File: config.mk
export PLATFORM = sky130hd
export DESIGN_NAME = mandelbrot_pixel_dispatcher
export DESIGN_NICKNAME = d
export VERILOG_FILES = /design/src/rtl/mandelbrot_pixel_dispatcher.sv
export SDC_FILE = /design/constraint.sdc
export NUM_CORES = 1
export LEC_CHECK = 0
export ABC_AREA = 1
export ABC_CLOCK_PERIOD_IN_PS = 2000
export BUFFER_PORTS_ARGS = -buffer_cell sky130_fd_sc_hd__buf_2
export CORE_MARGIN = 5
export CORE_UTILIZATION = 40
export CTS_BUF_LIST = sky130_fd_sc_hd__clkbuf_8
export CTS_CLUSTER_SIZE = 28
export DETAILED_ROUTE_END_ITERATION = 7
export PLACE_DENSITY_LB_ADDON = 0.05
export REMOVE_ABC_BUFFERS = 1
export SLEW_MARGIN = 20
export SYNTH_ARGS = -nofsm -noshare
export SYNTH_HDL_FRONTEND = slang
export SYNTH_SLANG_ARGS = --single-unit
File: constraint.sdc
create_clock -name clk -period 2 [get_ports clk]
set_input_delay 0 -clock clk [delete_from_list [all_inputs] [get_ports clk]]
set_output_delay 0 -clock clk [all_outputs]
set_load 0.05 [all_outputs]
File: src/rtl/mandelbrot_pixel_dispatcher.sv
// Mandelbrot pixel dispatcher.
// Walks the screen in raster order and hands one complex coordinate per pixel
// to the iteration solver over a valid/ready handshake.
//
//   state  | meaning
//   -------+------------------------------------------------------------
//   S_IDLE | waiting for start; outputs hold their last values, busy=0
//   S_RUN  | presenting pixels; advance only on out_valid & out_ready
//   S_DONE | one cycle after the last accept; frame_done pulses here
module mandelbrot_pixel_dispatcher #(
    parameter int H_RES = 640,
    parameter int V_RES = 480,
    parameter int WIDTH = 27,
    parameter int ITERW = 13
) (
    input  logic             clk,
    input  logic             reset,
    input  logic             start,
    input  logic [WIDTH-1:0] cr_start,
    input  logic [WIDTH-1:0] ci_start,
    input  logic [WIDTH-1:0] dx,
    input  logic [WIDTH-1:0] dy,
    input  logic [ITERW-1:0] in_max_iter,
    output logic             out_valid,
    input  logic             out_ready,
    output logic [WIDTH-1:0] cr,
    output logic [WIDTH-1:0] ci,
    output logic [9:0]       pixel_x,
    output logic [8:0]       pixel_y,
    output logic [ITERW-1:0] out_max_iter,
    output logic             busy,
    output logic             frame_done
);

    localparam logic [9:0] X_LAST = 10'(H_RES - 1);
    localparam logic [8:0] Y_LAST = 9'(V_RES - 1);

    typedef enum logic [1:0] {
        S_IDLE = 2'd0,
        S_RUN  = 2'd1,
        S_DONE = 2'd2
    } state_t;

    state_t           r_state;
    logic [WIDTH-1:0] r_cr_start;
    logic [WIDTH-1:0] r_dx;
    logic [WIDTH-1:0] r_dy;
    logic             w_handshake;

    // The handshake depends only on registered valid and the downstream ready.
    assign w_handshake = out_valid & out_ready;

    // Frame sequencer: latches the frame setup, steps the raster walk and
    // owns every output register.  cr is reloaded from the latched start at
    // each row restart so column-step error never carries to the next row.
    always_ff @(posedge clk or negedge reset) begin
        if (!reset) begin
            r_state      <= S_IDLE;
            r_cr_start   <= '0;
            r_dx         <= '0;
            r_dy         <= '0;
            out_valid    <= 1'b0;
            cr           <= '0;
            ci           <= '0;
            pixel_x      <= '0;
            pixel_y      <= '0;
            out_max_iter <= '0;
            busy         <= 1'b0;
            frame_done   <= 1'b0;
        end else begin
            case (r_state)
                S_IDLE: begin
                    frame_done <= 1'b0;
                    if (start) begin
                        r_cr_start   <= cr_start;
                        r_dx         <= dx;
                        r_dy         <= dy;
                        out_max_iter <= in_max_iter;
                        cr           <= cr_start;
                        ci           <= ci_start;
                        pixel_x      <= '0;
                        pixel_y      <= '0;
                        out_valid    <= 1'b1;
                        busy         <= 1'b1;
                        r_state      <= S_RUN;
                    end
                end
                S_RUN: begin
                    if (w_handshake) begin
                        if (pixel_x < X_LAST) begin
                            pixel_x <= pixel_x + 10'd1;
                            cr      <= cr + r_dx;
                        end else if (pixel_y < Y_LAST) begin
                            pixel_x <= '0;
                            pixel_y <= pixel_y + 9'd1;
                            cr      <= r_cr_start;
                            ci      <= ci - r_dy;
                        end else begin
                            out_valid  <= 1'b0;
                            frame_done <= 1'b1;
                            r_state    <= S_DONE;
                        end
                    end
                end
                S_DONE: begin
                    frame_done <= 1'b0;
                    busy       <= 1'b0;
                    r_state    <= S_IDLE;
                end
                default: begin
                    r_state <= S_IDLE;
                end
            endcase
        end
    end

endmodule

# After elaboration in Yosys (flattened, before gate mapping)
# Index checks and enable logic that the tools add are counted.
[op_classes]
bitwise = 1
n_mux = 35
n_lt_le_gt_ge = 2
eq_ne = 8
n_addsub = 4
reduce_logical = 12
[ops]
columns = ["cell", "n"]
rows = [
  ["$mux W27", 8],
  ["$pmux W27 S2", 2],
  ["$mux W10", 4],
  ["$mux W9", 4],
  ["$add A27 B27 Y27", 1],
  ["$sub A27 B27 Y27", 1],
  ["$pmux W10 S2", 1],
  ["$pmux W9 S2", 1],
  ["$reduce_and A4 Y1", 3],
  ["$add A10 B1 Y10 const B", 1],
  ["$lt A10 B10 Y1 const B", 1],
  ["$ne A2 B2 Y1 const B", 5],
  ["$reduce_and A5 Y1", 2],
  ["$add A9 B1 Y9 const B", 1],
  ["$lt A9 B9 Y1 const B", 1],
  ["$mux W2", 4],
  ["$mux W1", 7],
  ["$pmux W1 S2", 3],
  ["$reduce_bool A2 Y1", 3],
  ["$pmux W2 S2", 1],
  ["$reduce_and A2 Y1", 2],
  ["$ne A3 B3 Y1 const B", 1],
  ["$eq A2 B1 Y1 const B", 1],
  ["$eq A2 B2 Y1 const B", 1],
  ["other kinds (3)", 3],
]
[totals]
reg_bits = 172
wordCells = 74

# Depth between registers and ports, before layout
# Gate-level depths: netlist of run 1.
[depth]
depth_word = 5
depth_mapped = 16

# Worst setup path before layout of run 1
# OpenSTA, ideal clock, no wires.
[synth_path]
kind = "reg-to-reg"
startpoint = "register cr[0]"
endpoint = "register cr[16]"
stages_incl_launch_ff = 14
t_arrival_ns = 2.184
synth_period_minus_slack_ns = 2.262
setup_ns = 0.078
path_slack_ns = -0.262
path_buffers = 0
cell_sequence = "dfrtp_1 -> ha_1 -> inv_1 -> fa_1 -> inv_1 -> nand3_1 -> nand2_1 -> nand2_1 -> nand2_1 -> nand2_1 -> nand2_1 -> xor2_1 -> o21ai_0 -> a21oi_1"
[synth_between]
elab_chain_cells = 4
[synth_rtl]
columns = ["item", "line_no", "rtl"]
rows = [
  ["start, declared", "26", "output logic [WIDTH-1:0] cr,"],
  ["start signal, assigned", "79", "cr <= cr_start;"],
  ["start signal, assigned", "92", "cr <= cr + r_dx;"],
  ["start signal, assigned", "96", "cr <= r_cr_start;"],
  ["$add A27 B27 Y27", "92", ""],
  ["$mux W27", "90", "if (pixel_x < X_LAST) begin"],
  ["$mux W27", "89", "if (w_handshake) begin"],
  ["$pmux W27 S2", "71", "case (r_state)"],
]
# Every way passes these cells. The select of a mux whose other input is x is not followed.
# A chain may end at the register's enable or synchronous reset.

# Final worst setup path of run 1
[layout_path]
startpoint = "register pixel_x[0]"
endpoint = "register ci[7]"
[layout_between]
elab_chain_cells = 3
[layout_rtl]
columns = ["item", "line_no", "rtl"]
rows = [
  ["start, declared", "28", "output logic [9:0] pixel_x,"],
  ["start signal, assigned", "91", "pixel_x <= pixel_x + 10'd1;"],
  ["$lt A10 B10 Y1", "90", ""],
  ["$ne A2 B2 Y1 (no line)", "-", ""],
  ["$reduce_and A5 Y1 (no line)", "-", ""],
  ["end signal, assigned", "80", "ci <= ci_start;"],
  ["end signal, assigned", "97", "ci <= ci - r_dy;"],
  ["end, declared", "27", "output logic [WIDTH-1:0] ci,"],
]
# Every way passes these cells.

==> impl_metrics.csv, run 1 <==
group,metric,value,unit
die,row_count,61,
synthesis,synth_cell_type_count,45,
cells_and_area,nFillCells,2594,
die,die_area,31400,µm²
setup_path,crit_path_frequent_cell,"nand2_4",
job,drv_cap,0,
timing,clock.fmax,498,MHz
timing,final_max_slew_viol_count,0,
cells_and_area,drive_gt1_share,32.7,%
setup_path,path_class,"flip-flop to flip-flop",
setup_path,critPathTopFamily,"simple AND/OR/NAND/NOR gates",
die,die_w,177,µm
status,violations,"setup timing",
clocking,clk_pin_slew,0.12,ns
clocking,clock_latency,0.49,ns
timing,worstMarginPinSlew,0.581,ns
global_routing,grt_overflow,0,
clocking,htreeDepth,4,
die,start_util,40.3,%
setup_path,critPathMaxFanout,5,
timing,post-route-worst-setup-slack,-0.00736,ns
power_and_ir_drop,p_leak,8.58,nW
cells_and_area,fin_cells,2335,
setup_path,path_cells,"ha_2 -> nand2_2 -> nor2_4 -> nand3_2 -> nand2_2 -> nand2_4 -> nand2_4 -> nand2_4 -> inv_4 -> nand3_2 -> buf_4 -> a21oi_1 -> nor2_1",
global_routing,grt_pass1_vias,11400,
setup_path,cp.required,2.39,ns
status,run_status,"finished with violations",
placed_design,dp_hpwl,26.5,mm
timing,fin_crit,2.01,ns
power_and_ir_drop,p_per_area,415,nW/µm²
detailed_routing,drc,0,
min_path,hold_class,"input pin to asynchronous set/reset pin",
global_routing,grt_max_degree,62,
cells_and_area,areaGrowthSynthToFinish,46.6,%
timing,slew_headroom,61.3,%
synthesis,ys.flop_type,"dfrtp_1",
detailed_routing,ant_nets,0,
timing,fin_skew,0.0209,ns
synthesis,netlist_top_cells_area,"dfrtp_1, nand2_1, inv_1",
die,core,27700,µm²
die,ios,214,
synthesis,yosys_warnings,0,
global_routing,antenna_found_initial,1,
detailed_routing,dr.pass1.iters,6,
synthesis,synth_area,11200,µm²
synthesis,ys_seq_elements,172,
setup_path,slowest_delay,0.39,ns
global_routing,grtUsageTotal,23.0,%
power_and_ir_drop,total_power,6.80,mW
cells_and_area,post-route-util,59.1,%
setup_path,crit_path_end_kind,"flip-flop",
synthesis,ys_seq_area_share,38.5,%
global_routing,grt_pass1_wl,57.8,mm
clocking,cts_buffer_depth,2,
synthesis,yosysTopAreaCell,"dfrtp_1",
setup_path,arrival,2.39,ns
synthesis,yosysMostFrequentCell,"nand2_1",
cells_and_area,final-seq-area,4310,µm²
timing,hold_viol,0,
timing,rsz0062_at_grt,"yes",
timing,fin_crit_sh,100,%
clocking,cts-buffers-inserted,17,
setup_path,cp-start-kind,"flip-flop",
detailed_routing,avgViaCountPerCell,4.83,
cells_and_area,antenna_cells,0,
synthesis,synth_edf_count,0,
clocking,cts_tree,"done",
die,die_height,177,µm
detailed_routing,num_vias,11300,
placed_design,place_ws,-0.108,ns
clocking,cts_sinks,172,
setup_path,crit_path_top_delay_cell,"dfrtp_1",
placed_design,placedCellCount,2160,
setup_path,worst-path-buf-inv,2,
clocking,cts_root_buf,"clkbuf_8",
placed_design,numPortBuffers,213,
cells_and_area,multi_input_area,6720,µm²
synthesis,syn_inst,1492,
power_and_ir_drop,vdd_drop_max,0.356,mV
synthesis,avgSynthCellArea,7.48,µm²
synthesis,synth_common_cells,"nand2_1, inv_1, nor2_1",
placed_design,gp_congestion,0.913,
detailed_routing,routed_wl,36.6,mm
detailed_routing,drt-initial-drc-count,563,
timing,setup_viol,2,
synthesis,async_reset_ff_share,100,%
cells_and_area,final_nets,2125,
synthesis,synth_top_area_share,38.5,%
detailed_routing,wl_per_cell,15.7,µm
-- cells by family (layout without fill, tap and decap cells) --
kind of cell | count (synthesis) | count (layout) | synth area share [%]
AOI/OAI and AO/OA | 270 | 270 | 13.7
DFF | 172 | 172 | 38.5
xor gates and xnor gates | 29 | 29 | 2.27
buffers and inverters | 255 | 720 | 9.55
muxes | 49 | 49 | 4.94
and+or+nand+nor | 661 | 661 | 24.6
adders and majority gates | 56 | 56 | 6.41
-- worst reg2reg max path, delay by kind of cell, from the launching register on --
| kind | cells | cell delay, ns |
|---|---|---|
| and+or+nand+nor | 9 | 0.83 |
| adders and majority gates | 1 | 0.20 |
| DFF | 1 | 0.39 |
| AOI/OAI and AO/OA | 1 | 0.22 |
| buffers and inverters | 2 | 0.28 |
-- flip-flops by register name (all words and copies together), names as in the netlist --
| register | cells |
|---|---|
| r_dy | 27 |
| ci | 27 |
| out_max_iter | 13 |
| busy | 1 |
| r_state | 2 |
| out_valid | 1 |
| r_dx | 27 |
| cr | 27 |
| r_cr_start | 27 |
| frame_done | 1 |
| pixel_y | 9 |
| pixel_x | 10 |
-- layout make-up --
class                      instances  share of cell area [%]
sequential                       172                    26.3
timing repair buffer             475                    21.9
clock buffer                      17                    1.43
multi-input combinational       1065                    41.0
inverter                         213                    5.05
clock inverter                    15                    1.35
tap                              378                    2.89
-- metrics by stage --
stage | hold WS, ns | area (µm²) | setup TNS, ns
6_report | 0.0818 | 16400 | -0.0112
3_5_place_dp | -0.0762 | 13500 | -1.00
5_1_grt | 0.0824 | 16400 | -3.07
2_1_floorplan | -0.296 | 10900 | -287.22
4_1_cts | 0.0686 | 15300 | -0.00329
3_3_place_gp | -0.0730 | 13500 | -0.352
-- worst paths after layout --
| kind | slack [ns] | startpoint | cells past startpoint | endpoint |
|---|---|---|---|---|
| max reg2reg | -0.007 | pixel_x[0] | 13 | ci[7] |
| min | 0.08 | reset | 3 | r_cr_start[9] |
| max in group asynchronous | 1.55 | reset | 3 | ci[20] |
| max | -0.007 | pixel_x[0] | 13 | ci[7] |
| min in group clk | 0.26 | in_max_iter[8] | 3 | out_max_iter[8] |
| min reg2reg | 0.51 | out_max_iter[11] | 1 | out_max_iter[11] |
-- where the power goes --
part	switching, mW	internal [mW]	leakage [nW]
registers	0	3.48	2.09
clock network	1.59	1.31	0.229
logic	0.158	0.260	6.26
-- metal layers --
| metal | up-vias | GRT usage, % | wire, µm |
|---|---|---|---|
| li1 | 5717 | - | - |
| met1 | 5258 | 28.4 | 15700 |
| met2 | 247 | 41.3 | 18500 |
| met3 | 62 | 3.65 | 1340 |
| met4 | 2 | 6.67 | 1050 |
| met5 | - | 0 | 13 |
-- layout by cell type, fill, tap and decap left out, types with 44 or more instances in the layout --
cell,n
nand3_1,61
dlygate4sd3_1,124
inv_1,200
nand2_1,303
mux2_2,49
dfrtp_1,171
buf_4,113
buf_2,212
nor2_1,162
o21ai_0,44
a21oi_1,125
-- timing repair --
action | CTS | global route
hold endpoints to repair | 323 | 0
gates resized for setup | 29 | 191
gates cloned | 0 | 4
hold buffers | 125 | 0
setup endpoints to repair | 30 | 67
buffers inserted | 0 | 14
pin swaps | 2 | 61
(Power assumes the default switching activity.)
==> run 2: changes to the inputs <==
- ABC_CLOCK_PERIOD_IN_PS: 2000 -> 2500
- clock period: 2 -> 2.5 ns (I/O delays scaled with it)
==> run 2 against run 1 <==
The flow now finishes without violations. Via count is 5.7% lower. Register-to-register slack better by 0.26 ns. Clock-buffer cell count is 1 higher.
==> impl_metrics.csv, run 2 (synthesis gave the netlist of run 1 again) <==
group,metric,value,unit
power_and_ir_drop,comb_power_share,6.5,%
placed_design,numPortBuffers,213,
cells_and_area,nFillCells,2799,
timing,fin_tns_setup,0,ns
clocking,cts_tree,"done",
detailed_routing,routed_wl,34.5,mm
power_and_ir_drop,switching_share,25.9,%
cells_and_area,final_cell_mix,"nand2_1, buf_2, inv_1, nor2_1, dfrtp_1",
global_routing,grt_max_degree,104,
min_path,hold_class,"input pin to asynchronous set/reset pin",
detailed_routing,wl_per_cell,15.6,µm
timing,slew_headroom,59.3,%
job,drv_cap,0,
setup_path,path_class,"flip-flop to flip-flop",
placed_design,placed_area,12600,µm²
placed_design,dp_hpwl,25.5,mm
clocking,clk_pin_slew,0.11,ns
clocking,cts_sinks,172,
power_and_ir_drop,total_power,5.02,mW
placed_design,placedCellCount,2056,
timing,fin_skew,0.0254,ns
clocking,cts_buffer_depth,2,
global_routing,antenna_found_initial,1,
setup_path,arrival,2.66,ns
timing,clock.fmax,445,MHz
global_routing,grtUsageTotal,22.5,%
clocking,cts-buffers-inserted,17,
detailed_routing,num_vias,10600,
power_and_ir_drop,vdd_drop_max,0.282,mV
timing,rsz0062_at_grt,"no",
detailed_routing,drc,0,
setup_path,crit_path_end_kind,"flip-flop",
setup_path,critPathMaxFanout,4,
cells_and_area,drive_gt1_share,19.6,%
clocking,htreeDepth,4,
power_and_ir_drop,p_leak,7.81,nW
die,core,27700,µm²
die,ios,214,
die,start_util,40.3,%
global_routing,grt_pass1_wl,56.4,mm
setup_path,reg2reg_from,"cr[0]",
cells_and_area,fin_cells,2213,
die,die_height,177,µm
die,die_area,31400,µm²
clocking,clock_latency,0.49,ns
global_routing,grt_pass1_vias,11000,
timing,hold_viol,0,
setup_path,cp.required,2.91,ns
power_and_ir_drop,power.switching,1.30,mW
global_routing,grt_overflow,0,
die,row_count,61,
power_and_ir_drop,pwr-share-clk,38.1,%
cells_and_area,final_nets,2002,
timing,final_max_slew_viol_count,0,
detailed_routing,drt-initial-drc-count,516,
setup_path,crit_start,"cr[0]",
timing,fin_crit_sh,89.9,%
detailed_routing,ant_nets,0,
setup_path,cp-start-kind,"flip-flop",
cells_and_area,mostFrequentLayoutCell,"nand2_1",
setup_path,reg2reg_slack,0.25,ns
timing,fin_crit,2.25,ns
setup_path,reg2reg_depth,14,
clocking,cts_root_buf,"clkbuf_8",
power_and_ir_drop,p_seq_share,55.4,%
placed_design,gp_congestion,0.939,
setup_path,endpoint,"cr[24]",
power_and_ir_drop,p_int,3.72,mW
cells_and_area,areaGrowthSynthToFinish,27.5,%
cells_and_area,fin_area,14200,µm²
die,die_w,177,µm
timing,setup_viol,0,
detailed_routing,dr.pass1.iters,6,
power_and_ir_drop,p_per_area,352,nW/µm²
timing,worstMarginPinSlew,0.610,ns
detailed_routing,avgViaCountPerCell,4.81,
status,run_status,"complete, no violations",
setup_path,reg2reg_to,"cr[24]",
## run 2: cell types whose count changed in the layout (fill, tap and decap cells not counted), sizes merged
cell / before / now
clkinv: 5 / 7
clkbuf: 20 / 18
buf: 348 / 228
diode: 0 / 1
bufinv: 3 / 0
## run 2: critical path, cell delays in order, from the launching register on
cell	delay (ns)
dfrtp_1	0.39
ha_1	0.21
inv_1	0.07
fa_1	0.40
inv_1	0.09
nand3_1	0.07
nand2_1	0.13
nand2_1	0.09
nand2_1	0.17
nand3_1	0.16
nand3_1	0.11
nand2_1	0.05
nand3_1	0.06
nand2_1	0.06
a21oi_2	0.11
## run 2: area by class of cell
| cell class | instances | area (µm²) | area share (%) |
|---|---|---|---|
| repair buffers | 352 | 2480 | 17.4 |
| inverters | 213 | 815 | 5.72 |
| multi-input cells | 1065 | 5810 | 40.8 |
| diodes | 1 | 2.50 | 0.0176 |
| well taps | 378 | 473 | 3.32 |
| flip-flops and latches | 172 | 4300 | 30.2 |
| clock inverters | 14 | 111 | 0.782 |
| clock buffers | 18 | 248 | 1.74 |
## run 2: metal layers
metal / share of wire (%) / vias to the layer above / routed length, µm / global-route usage, %
met3: 3.2 / 42 / 1100 / 3.20
met2: 50 / 220 / 17300 / 40.6
li1: - / 5480 / - / -
met4: 2.3 / 0 / 797 / 6.80
met5: 0 / - / 0 / 0
met1: 44 / 4906 / 15300 / 28.0
## run 2: how the worst min path moves through the flow
stage	from	end	slack, ns	cells after the start
after detailed placement	reset	cr[3]	-0.02	1
after global placement	reset	r_dx[3]	-0.01	1
final	reset	r_dx[3]	0.04	2
after CTS	reset	r_cr_start[3]	0.03	2
after floorplan	reset	busy	-0.30	0
after global routing	reset	pixel_x[8]	0.05	2
## run 2: power by group through the flow
stage	Sequential [mW]	Clock, mW	Combinational, mW
after floorplan	2.84	0	0.00180
after global placement	2.83	0	0.178
after detailed placement	2.83	0	0.179
after CTS	2.78	1.98	0.329
after global routing	2.78	2.10	0.360
final	2.78	1.91	0.325
## run 2: timing repair
| action | 4_1_cts | 5_1_grt |
|---|---|---|
| setup buffers | 0 | 0 |
| setup endpoints to repair | 0 | 2 |
| hold endpoints to repair | 323 | 0 |
| hold buffers | 124 | 0 |
| resized for setup | 0 | 2 |
## run 2: stage by stage
step                      utilization [%]  hold slack, ns  setup slack (ns)
after floorplan                         -          -0.296             -2.14
after global routing                 51.4          0.0456            0.0224
final                                51.4          0.0388             0.252
after CTS                            51.4          0.0272             0.219
after detailed placement             45.6         -0.0178             0.257
after global placement               45.6         -0.0149             0.293
==> run 3: changes to the inputs <==
- ABC_AREA: 1 -> not set
==> run 3 against run 2 <==
The run now ends with setup timing left. Cell count decreased by 11%. Sequential power increased by 63%. Register-to-register slack got worse by 0.55 ns. Combinational power increased to 38 times the previous value. Core utilization is 5.9 points higher. First-iteration DRC count grew 9.1%. Synthesized cell count down 18%. Routed wire length fell by 8.3%. Maximum frequency fell by 20%. Worst hold slack better by 0.070 ns. Die area fell by 8.4%. Largest power group is now combinational logic.
==> impl_metrics.csv, run 3 <==
group,metric,value,unit
synthesis,avgSynthCellArea,8.35,µm²
setup_path,worst-path-buf-inv,3,
setup_path,crit_path_end_kind,"flip-flop",
die,row_count,58,
setup_path,critPathMaxFanout,3,
timing,setup_viol,8,
die,die_w,169,µm
timing,final_max_slew_viol_count,0,
detailed_routing,dr.pass1.iters,5,
synthesis,synth_common_cells,"nand2_1, dfrtp_1, o21ai_0",
cells_and_area,mostFrequentLayoutCell,"nand2_1",
setup_path,cp.required,2.86,ns
placed_design,numPortBuffers,213,
setup_path,slowest_delay,0.38,ns
timing,fin_crit,2.80,ns
setup_path,arrival,3.16,ns
cells_and_area,final_cell_mix,"nand2_1, buf_2, dfrtp_1, dlygate4sd3_1, buf_4",
clocking,cts_tree,"done",
timing,hold_viol,0,
power_and_ir_drop,p_leak,7.01,nW
detailed_routing,ant_nets,0,
detailed_routing,wl_per_cell,16.1,µm
die,start_util,40.5,%
setup_path,critPathTopFamily,"compound AO/OA/AOI/OAI gates",
cells_and_area,antenna_cells,0,
cells_and_area,multi_input_area,5870,µm²
global_routing,grt_max_degree,65,
job,drv_cap,0,
setup_path,crit_path_top_delay_cell,"dfrtp_1",
die,ios,214,
clocking,cts-buffers-inserted,17,
synthesis,ys_seq_elements,172,
detailed_routing,drt-initial-drc-count,563,
detailed_routing,avgViaCountPerCell,5.11,
placed_design,placedCellCount,1796,
setup_path,cp-start-kind,"flip-flop",
global_routing,grt_pass1_vias,10200,
synthesis,netlist_top_cells_area,"dfrtp_1, nand2_1, ha_1",
cells_and_area,final-seq-area,4300,µm²
synthesis,syn_inst,1218,
cells_and_area,final_nets,1806,
global_routing,grtUsageTotal,22.0,%
synthesis,yosys_warnings,0,
status,run_status,"finished with violations",
cells_and_area,nFillCells,2338,
synthesis,synth_top_area_share,42.3,%
power_and_ir_drop,p_per_area,1310,nW/µm²
detailed_routing,routed_wl,31.6,mm
cells_and_area,fin_cells,1968,
detailed_routing,num_vias,10000,
synthesis,synth_edf_count,0,
power_and_ir_drop,vdd_drop_max,0.667,mV
global_routing,grt_pass1_wl,51.7,mm
synthesis,yosysMostFrequentCell,"nand2_1",
timing,fin_skew,0.0265,ns
placed_design,placed_area,12300,µm²
synthesis,ys.flop_type,"dfrtp_1",
synthesis,synth_cell_type_count,73,
timing,worstMarginPinSlew,0.795,ns
clocking,clock_latency,0.47,ns
timing,clock.fmax,357,MHz
clocking,cts_root_buf,"clkbuf_8",
timing,fin_crit_sh,112,%
synthesis,ys_seq_area_share,42.3,%
die,die_height,169,µm
cells_and_area,drive_gt1_share,27.0,%
cells_and_area,fin_area,14400,µm²
synthesis,yosysTopAreaCell,"dfrtp_1",
placed_design,place_ws,-0.396,ns
setup_path,path_cells,"inv_1 -> ha_2 -> inv_2 -> fa_2 -> a211o_1 -> a2111oi_4 -> o21ai_2 -> buf_4 -> a211oi_4 -> o41ai_2 -> o311ai_1 -> nor2_1",
clocking,cts_buffer_depth,2,
clocking,cts_sinks,172,
timing,slew_headroom,47.0,%
synthesis,synth_area,10200,µm²
timing,fin_tns_setup,-1.20,ns
global_routing,grt_overflow,0,
clocking,clk_pin_slew,0.11,ns
setup_path,path_class,"flip-flop to flip-flop",
placed_design,gp_congestion,0.863,
clocking,htreeDepth,4,
die,die_area,28700,µm²
min_path,hold_class,"input pin to asynchronous set/reset pin",
detailed_routing,drc,0,
placed_design,dp_hpwl,22.1,mm
synthesis,async_reset_ff_share,100,%
timing,rsz0062_at_grt,"yes",
status,violations,"setup timing",
die,core,25100,µm²
power_and_ir_drop,total_power,18.9,mW
cells_and_area,areaGrowthSynthToFinish,41.5,%
global_routing,antenna_found_initial,0,
timing,post-route-worst-setup-slack,-0.299,ns
run 3: power breakdown:
group	internal (mW)	switching (mW)	total (mW)
Clock	0.909	1.16	2.07
Combinational	5.17	7.14	12.3
Sequential	3.77	0.749	4.52
Total	9.85	9.05	18.9
run 3: stage by stage:
| step | hold slack, ns | util [%] |
|---|---|---|
| final | 0.109 | 57.3 |
| after global routing | 0.133 | 57.3 |
| after detailed placement | 0.0592 | 48.8 |
| after floorplan | -0.296 | - |
| after global placement | 0.0572 | 48.8 |
| after CTS | 0.0785 | 56.5 |
run 3: cells by family after synthesis:
| group | count (synthesis) | share of synthesized area (%) |
|---|---|---|
| simple gates | 512 | 21.5 |
| compound gates | 325 | 21.1 |
| flops | 172 | 42.3 |
| buf+inv | 105 | 3.96 |
| fa+ha+maj | 56 | 7.03 |
| xor+xnor | 44 | 3.79 |
| mux | 4 | 0.394 |
run 3: layout make-up:
class | count | share of cell area, %
clock buffers | 17 | 1.63
flip-flops and latches | 172 | 29.9
well taps | 330 | 2.87
repair buffers | 452 | 22.6
inverters | 41 | 1.07
clock inverters | 15 | 1.14
multi-input cells | 941 | 40.8
run 3: what timing repair did:
item,CTS,global route
gates resized for setup,40,38
pin swaps,41,34
hold endpoints to repair,239,0
hold buffers,123,0
buffers inserted,12,8
endpoints found under the setup margin,19,24
run 3: routing by layer:
metal	vias up	track usage, %	wire (µm)
met4	0	5.15	482
met3	31	3.12	1250
met1	4739	29.1	14600
met2	213	38.5	15300
met5	-	0	0
li1	5064	-	-
run 3: worst paths after layout:
path	from	to	slack, ns	cells past startpoint
max	ci[0]	ci[26]	-0.30	12
min	reset	r_dy[5]	0.11	2
max reg2reg	ci[0]	ci[26]	-0.30	12
min reg2reg	r_cr_start[16]	r_cr_start[16]	0.48	2
max in group asynchronous	reset	r_cr_start[11]	1.68	3
min in group clk	start	r_state[0]	0.12	3
